--- config.mk ---
export PLATFORM = sky130hd
export DESIGN_NAME = instr_loader_flat
export DESIGN_NICKNAME = d
export VERILOG_FILES = /design/src/rtl/instr_loader_if.sv /design/src/rtl/instr_loader.sv /design/src/flat_wrapper.sv
export SDC_FILE = /design/constraint.sdc
export NUM_CORES = 1
export LEC_CHECK = 0
export ABC_AREA = 1
export BUFFER_PORTS_ARGS = -buffer_cell sky130_fd_sc_hd__buf_2
export CAP_MARGIN = 15
export CORE_MARGIN = 2
export CORE_UTILIZATION = 65
export CTS_BUF_LIST = sky130_fd_sc_hd__clkbuf_2
export CTS_CLUSTER_DIAMETER = 30
export DETAILED_ROUTE_END_ITERATION = 10
export PLACE_DENSITY_LB_ADDON = 0.2
export SLEW_MARGIN = 10
export SYNTH_ARGS = -nofsm -noshare
export SYNTH_HDL_FRONTEND = slang
export SYNTH_SLANG_ARGS = --single-unit
--- constraint.sdc ---
create_clock -name clk -period 3.3 [get_ports clk]
set_input_delay 0.495 -clock clk [delete_from_list [all_inputs] [get_ports clk]]
set_output_delay 0.495 -clock clk [all_outputs]
set_load 0.005 [all_outputs]
--- src/rtl/instr_loader_if.sv ---
// Loader-side bus: incoming byte stream (valid/ready) and the instruction-memory write port.
interface instr_loader_if #(
  parameter int D_WIDTH = 32
);
  logic               byte_valid;
  logic [7:0]         byte_data;
  logic               byte_ready;
  logic               wr_en;
  logic [D_WIDTH-1:0] wr_addr;
  logic [D_WIDTH-1:0] wr_data;

  // Host side: drives the stream and observes the memory writes.
  modport master (
    output byte_valid, byte_data,
    input  byte_ready, wr_en, wr_addr, wr_data
  );

  // Loader side.
  modport slave (
    input  byte_valid, byte_data,
    output byte_ready, wr_en, wr_addr, wr_data
  );
endinterface

--- src/rtl/instr_loader.sv ---
// Boot loader: parses a little-endian stream (count, program words, checksum), writes each
// word to instruction memory, and releases the core only after the checksum matches.
module instr_loader #(
  parameter int                 D_WIDTH   = 32,
  parameter logic [D_WIDTH-1:0] ADDR_BASE = '0,
  parameter int                 MEM_WORDS = 256
) (
  input  logic          clk,
  input  logic          rst,
  instr_loader_if.slave bus,
  output logic          cpu_rst,
  output logic          done,
  output logic          err
);
  localparam int IW = $clog2(MEM_WORDS + 1);

  typedef enum logic [2:0] {HEADER, LOAD, CSUM, DONE, ERROR} state_t;

  state_t        state;
  logic [1:0]    byte_cnt;
  logic [23:0]   asm_lo;   // lanes 0..2; lane 3 is taken straight from byte_data
  logic [IW-1:0] count;
  logic [IW-1:0] idx;
  logic [31:0]   sum;

  logic          accept;
  logic          word_done;
  logic [31:0]   word;
  logic [IW-1:0] idx_next;

  assign bus.byte_ready = (state == HEADER) || (state == LOAD) || (state == CSUM);
  assign accept         = bus.byte_valid && bus.byte_ready;
  assign word_done      = accept && (byte_cnt == 2'd3);
  assign word           = {bus.byte_data, asm_lo};
  assign idx_next       = idx + IW'(1);

  // NOTE: all state below uses non-blocking assignments so every register samples
  // the pre-edge values of the others, independent of statement order.
  always_ff @(posedge clk or negedge rst) begin
    if (!rst) begin
      state       <= HEADER;
      byte_cnt    <= '0;
      asm_lo      <= '0;
      count       <= '0;
      idx         <= '0;
      sum         <= '0;
      bus.wr_en   <= 1'b0;
      bus.wr_addr <= ADDR_BASE;
      bus.wr_data <= '0;
      cpu_rst     <= 1'b1;
      done        <= 1'b0;
      err         <= 1'b0;
    end else begin
      bus.wr_en <= 1'b0;

      if (accept) begin
        byte_cnt <= byte_cnt + 2'd1;
        case (byte_cnt)
          2'd0:    asm_lo[7:0]   <= bus.byte_data;
          2'd1:    asm_lo[15:8]  <= bus.byte_data;
          2'd2:    asm_lo[23:16] <= bus.byte_data;
          default: ;
        endcase
      end

      if (word_done) begin
        unique case (state)
          HEADER: begin
            if (word > 32'(MEM_WORDS)) begin
              state <= ERROR;
              err   <= 1'b1;
            end else if (word == 32'd0) begin
              state <= CSUM;
            end else begin
              state <= LOAD;
              count <= word[IW-1:0];
              idx   <= '0;
              sum   <= '0;
            end
          end
          LOAD: begin
            bus.wr_en   <= 1'b1;
            bus.wr_addr <= ADDR_BASE + D_WIDTH'({idx, 2'b00});
            bus.wr_data <= D_WIDTH'(word);
            sum         <= sum + word;
            idx         <= idx_next;
            if (idx_next == count) state <= CSUM;
          end
          CSUM: begin
            if (word == sum) begin
              state   <= DONE;
              done    <= 1'b1;
              cpu_rst <= 1'b0;
            end else begin
              state <= ERROR;
              err   <= 1'b1;
            end
          end
          default: ;
        endcase
      end
    end
  end
endmodule

--- src/flat_wrapper.sv ---
// flat-port wrapper written by rule: the top's interface ports become plain ports
module instr_loader_flat 
#(
  parameter int                 D_WIDTH   = 32,
  parameter logic [D_WIDTH-1:0] ADDR_BASE = '0,
  parameter int                 MEM_WORDS = 256
)
  (clk, rst, cpu_rst, done, err, bus_byte_valid, bus_byte_data, bus_byte_ready, bus_wr_en, bus_wr_addr, bus_wr_data);
  instr_loader_if #(.D_WIDTH(D_WIDTH)) bus_i ();
  input  logic clk;
  input  logic rst;
  output logic cpu_rst;
  output logic done;
  output logic err;
  input wire logic [$bits(bus_i.byte_valid)-1:0] bus_byte_valid;
  input wire logic [$bits(bus_i.byte_data)-1:0] bus_byte_data;
  output wire logic [$bits(bus_i.byte_ready)-1:0] bus_byte_ready;
  output wire logic [$bits(bus_i.wr_en)-1:0] bus_wr_en;
  output wire logic [$bits(bus_i.wr_addr)-1:0] bus_wr_addr;
  output wire logic [$bits(bus_i.wr_data)-1:0] bus_wr_data;
  assign bus_i.byte_valid = bus_byte_valid;
  assign bus_i.byte_data = bus_byte_data;
  assign bus_byte_ready = bus_i.byte_ready;
  assign bus_wr_en = bus_i.wr_en;
  assign bus_wr_addr = bus_i.wr_addr;
  assign bus_wr_data = bus_i.wr_data;
  instr_loader #(.D_WIDTH(D_WIDTH), .ADDR_BASE(ADDR_BASE), .MEM_WORDS(MEM_WORDS)) u_core (.clk(clk), .rst(rst), .bus(bus_i), .cpu_rst(cpu_rst), .done(done), .err(err));
endmodule
==> impl_metrics.tcl <==
set metrics [dict create \
    slew-limit-headroom_pct 47.4 \
    fin_tns_setup_ns 0 \
    cts_sinks 124 \
    critPathRequiredTime_ns 3.86 \
    peakVddDrop_uv 316 \
    power_uw 2380 \
    hold_class "primary input to register" \
    startpoint "u_core.asm_lo[5]$_DFFE_PN0P_" \
    ys_seq_elements 124 \
    place_area_sq_um 7790 \
    cts-root-buf "clkbuf_2" \
    crit_arrival_ns 2.83 \
    drc_errors 0 \
    antenna_found_initial 0 \
    syn-cell-area_sq_um 7520 \
    portBuffers 56 \
    drive_gt1_share_pct 11.0 \
    p_leak_uw 0.00417 \
    cts_setup_buffers 0 \
    vias 6712 \
    endpoint_kind "register" \
    grt_pass1_vias 6417 \
    tritoncts "built" \
    finalSetupViolations 0 \
    wl_per_cell_microns 14.7 \
    initial_core_util_pct 66.1 \
    finalHoldViolCount 0 \
    powerDensity_nw_per_um2 299 \
    die_x_microns 112 \
    crit_slowest_cell "nand4_4" \
    worstReg2RegEnd "u_core.idx[3]$_DFFE_PN0P_" \
    ant_nets 0 \
    final.period_utilization_pct 68.7 \
    core_region_area_sq_um 11400 \
    cts_resized 0 \
    dp_hpwl_mm 13.8 \
    clockBufferDepth 2 \
    rrSetupSlack_ns 1.03 \
    vias_per_cell 5.44 \
    ys.flop_type "dfrtp_1" \
    skew_ns 0.0365 \
    worst-setup-path-type "register to register" \
    design_area_sq_um 7970 \
    final_cell_mix "nand2_1, dfrtp_1, inv_1" \
    yosysWarnings 0 \
    pre_cts_slack_ns 0.918 \
    final_common_cell "nand2_1" \
    synth_edf_count 0 \
    pin_count 80 \
    rsz0062_at_grt "no" \
    max_cap_violations 0 \
    status "completed" \
    min_to "u_core.byte_cnt[0]$_DFFE_PN0P_" \
    synth_cell_types 38 \
    path_buf_inv 1 \
    grt_max_degree 65 \
    path_max_fanout 41 \
    min_from "bus_byte_valid" \
    antenna_cells 0 \
    avgSynthCellArea_sq_um 7.37 \
    grt_first_pass_wirelength_mm 30.4 \
    path_delay_family "simple AND/OR/NAND/NOR gates" \
    maxSlewViolCount 0 \
    areaGrowthSynthToFinish_pct 5.96 \
    timing.rr.start "u_core.asm_lo[5]$_DFFE_PN0P_" \
    gp_congestion 0.964 \
    async_flop_share_pct 100 \
    period_needed_ns 2.27 \
    routed_wl_mm 18.1 \
    postSynthCellCount 1021 \
    setup_ws_ns 1.03 \
    critical_path.most_common_cell "nand2_1" \
    worst_pin_slew_ns 0.788 \
    first_iter_violations 423 \
    dieHeight_microns 112 \
    r2r_cells 10 \
    grt_use_total_pct 30.9 \
    cts_made_buffers 17 \
    dr.pass1.iters 7 \
    clock_latency_ns 0.72 \
    grt_overflow 0 \
    max_freq_mhz 441 \
    holdPathStages 3 \
    die_area_sq_um 12400 \
    fill_cells 963 \
    critical_path.cell_chain "inv_1 > nand4_1 > nor2_1 > nand2_1 > nand2_1 > nand2_1 > nand2_1 > nand4_4 > nand2_1 > o21ai_0" \
    row_count 39 \
    nets 1127 \
    clk_pin_slew_ns 0.19 \
    slowest_delay_ns 0.53 \
    ctsHtreeMaxLevel 4 \
    critPathLaunchType "register" \
    ys_seq_area_share_pct 41.3 \
    holdWs_ns 0.0546 \
]
[stage by stage]
step	std cells	util [%]
final	1233	70.1
after detailed placement	1202	68.5
after global placement	1202	68.5
after global routing	1233	70.1
after floorplan	1043	-
after CTS	1233	70.1
[timing repair]
action	4_1_cts	5_1_grt
setup endpoints to repair	0	0
endpoints found under the hold margin	61	0
hold buffers	1	0
[worst max-delay path by stage]
stage / end / slack [ns] / cells past startpoint
3_5_place_dp: u_core.idx[8]$_DFFE_PN0P_ / 0.92 / 11
2_1_floorplan: u_core.sum[28]$_DFFE_PN0P_ / 1.45 / 13
3_3_place_gp: u_core.idx[4]$_DFFE_PN0P_ / 0.98 / 11
6_report: u_core.idx[3]$_DFFE_PN0P_ / 1.03 / 10
4_1_cts: u_core.idx[3]$_DFFE_PN0P_ / 1.02 / 10
5_1_grt: u_core.sum[12]$_DFFE_PN0P_ / 0.73 / 10
[per-layer routing]
| metal | global-route usage (%) | routed length [microns] | vias up |
|---|---|---|---|
| li1 | - | - | 3349 |
| met2 | 50.4 | 8450 | 227 |
| met5 | 0 | 0 | - |
| met4 | 14.9 | 821 | 0 |
| met1 | 39.2 | 7620 | 3077 |
| met3 | 7.29 | 1230 | 59 |
[synth_stat cells (2+ instances only)]
library cell	number	area [sq um]
a21o_1	2	15.0
a21oi_1	41	205
buf_2	10	50.1
buf_4	23	173
buf_6	8	90.1
clkbuf_1	3	11.3
dfrtp_1	123	3080
ha_1	36	450
inv_1	119	447
inv_2	6	22.5
inv_4	2	12.5
nand2_1	333	1250
nand2_2	4	25.0
nand3_1	57	285
nand3b_1	7	52.6
nand4_1	17	106
nor2_1	67	251
nor2_2	4	25.0
nor3_1	10	50.1
nor3b_1	2	15.0
nor4_1	3	18.8
o21a_1	2	15.0
o21ai_0	54	270
o21ai_1	52	260
o21ai_2	10	87.6
o21bai_1	2	15.0
xnor2_1	5	43.8
xor2_1	9	78.8
[flip-flops by register name, summed over array words and instances, names as in the netlist]
signal	flops
u_core.asm_lo	24
u_core.bus.wr_addr	9
u_core.bus.wr_data	32
u_core.bus.wr_en	1
u_core.byte_cnt	2
u_core.count	9
u_core.cpu_rst	1
u_core.done	1
u_core.err	1
u_core.idx	9
u_core.state	3
u_core.sum	32
[worst min-delay path, delay by kind of cell]
family | cells | cell delay [ns]
and+or+nand+nor | 1 | 0.08
xor gates and xnor gates | 1 | 0.07
buffers and inverters | 1 | 0.10
[cell families after synthesis]
kind of cell	share of synthesized area (%)
flops	41.3
other cells	0.0499
compound gates	11.7
fa+ha+maj	6.26
buf+inv	10.8
xor+xnor	1.63
simple gates	28.2
[cell type report]
| cell class | count | area [sq um] | area share, % |
|---|---|---|---|
| Inverter | 129 | 490 | 6.15 |
| Clock buffer | 19 | 95.1 | 1.19 |
| Clock inverter | 11 | 75.1 | 0.942 |
| Sequential cell | 124 | 3100 | 39.0 |
| Timing Repair Buffer | 61 | 335 | 4.21 |
| Multi-Input combinational cell | 746 | 3690 | 46.3 |
| Tap cell | 143 | 179 | 2.25 |
[power by group]
part,switching (uW),leakage [uW],internal [uW]
sequential,0,0.00170,1520
clock,586,0.000107,190
combinational,66.5,0.00236,16.9
total,652,0.00417,1730
Note: power is estimated with default switching activity, not from simulation.
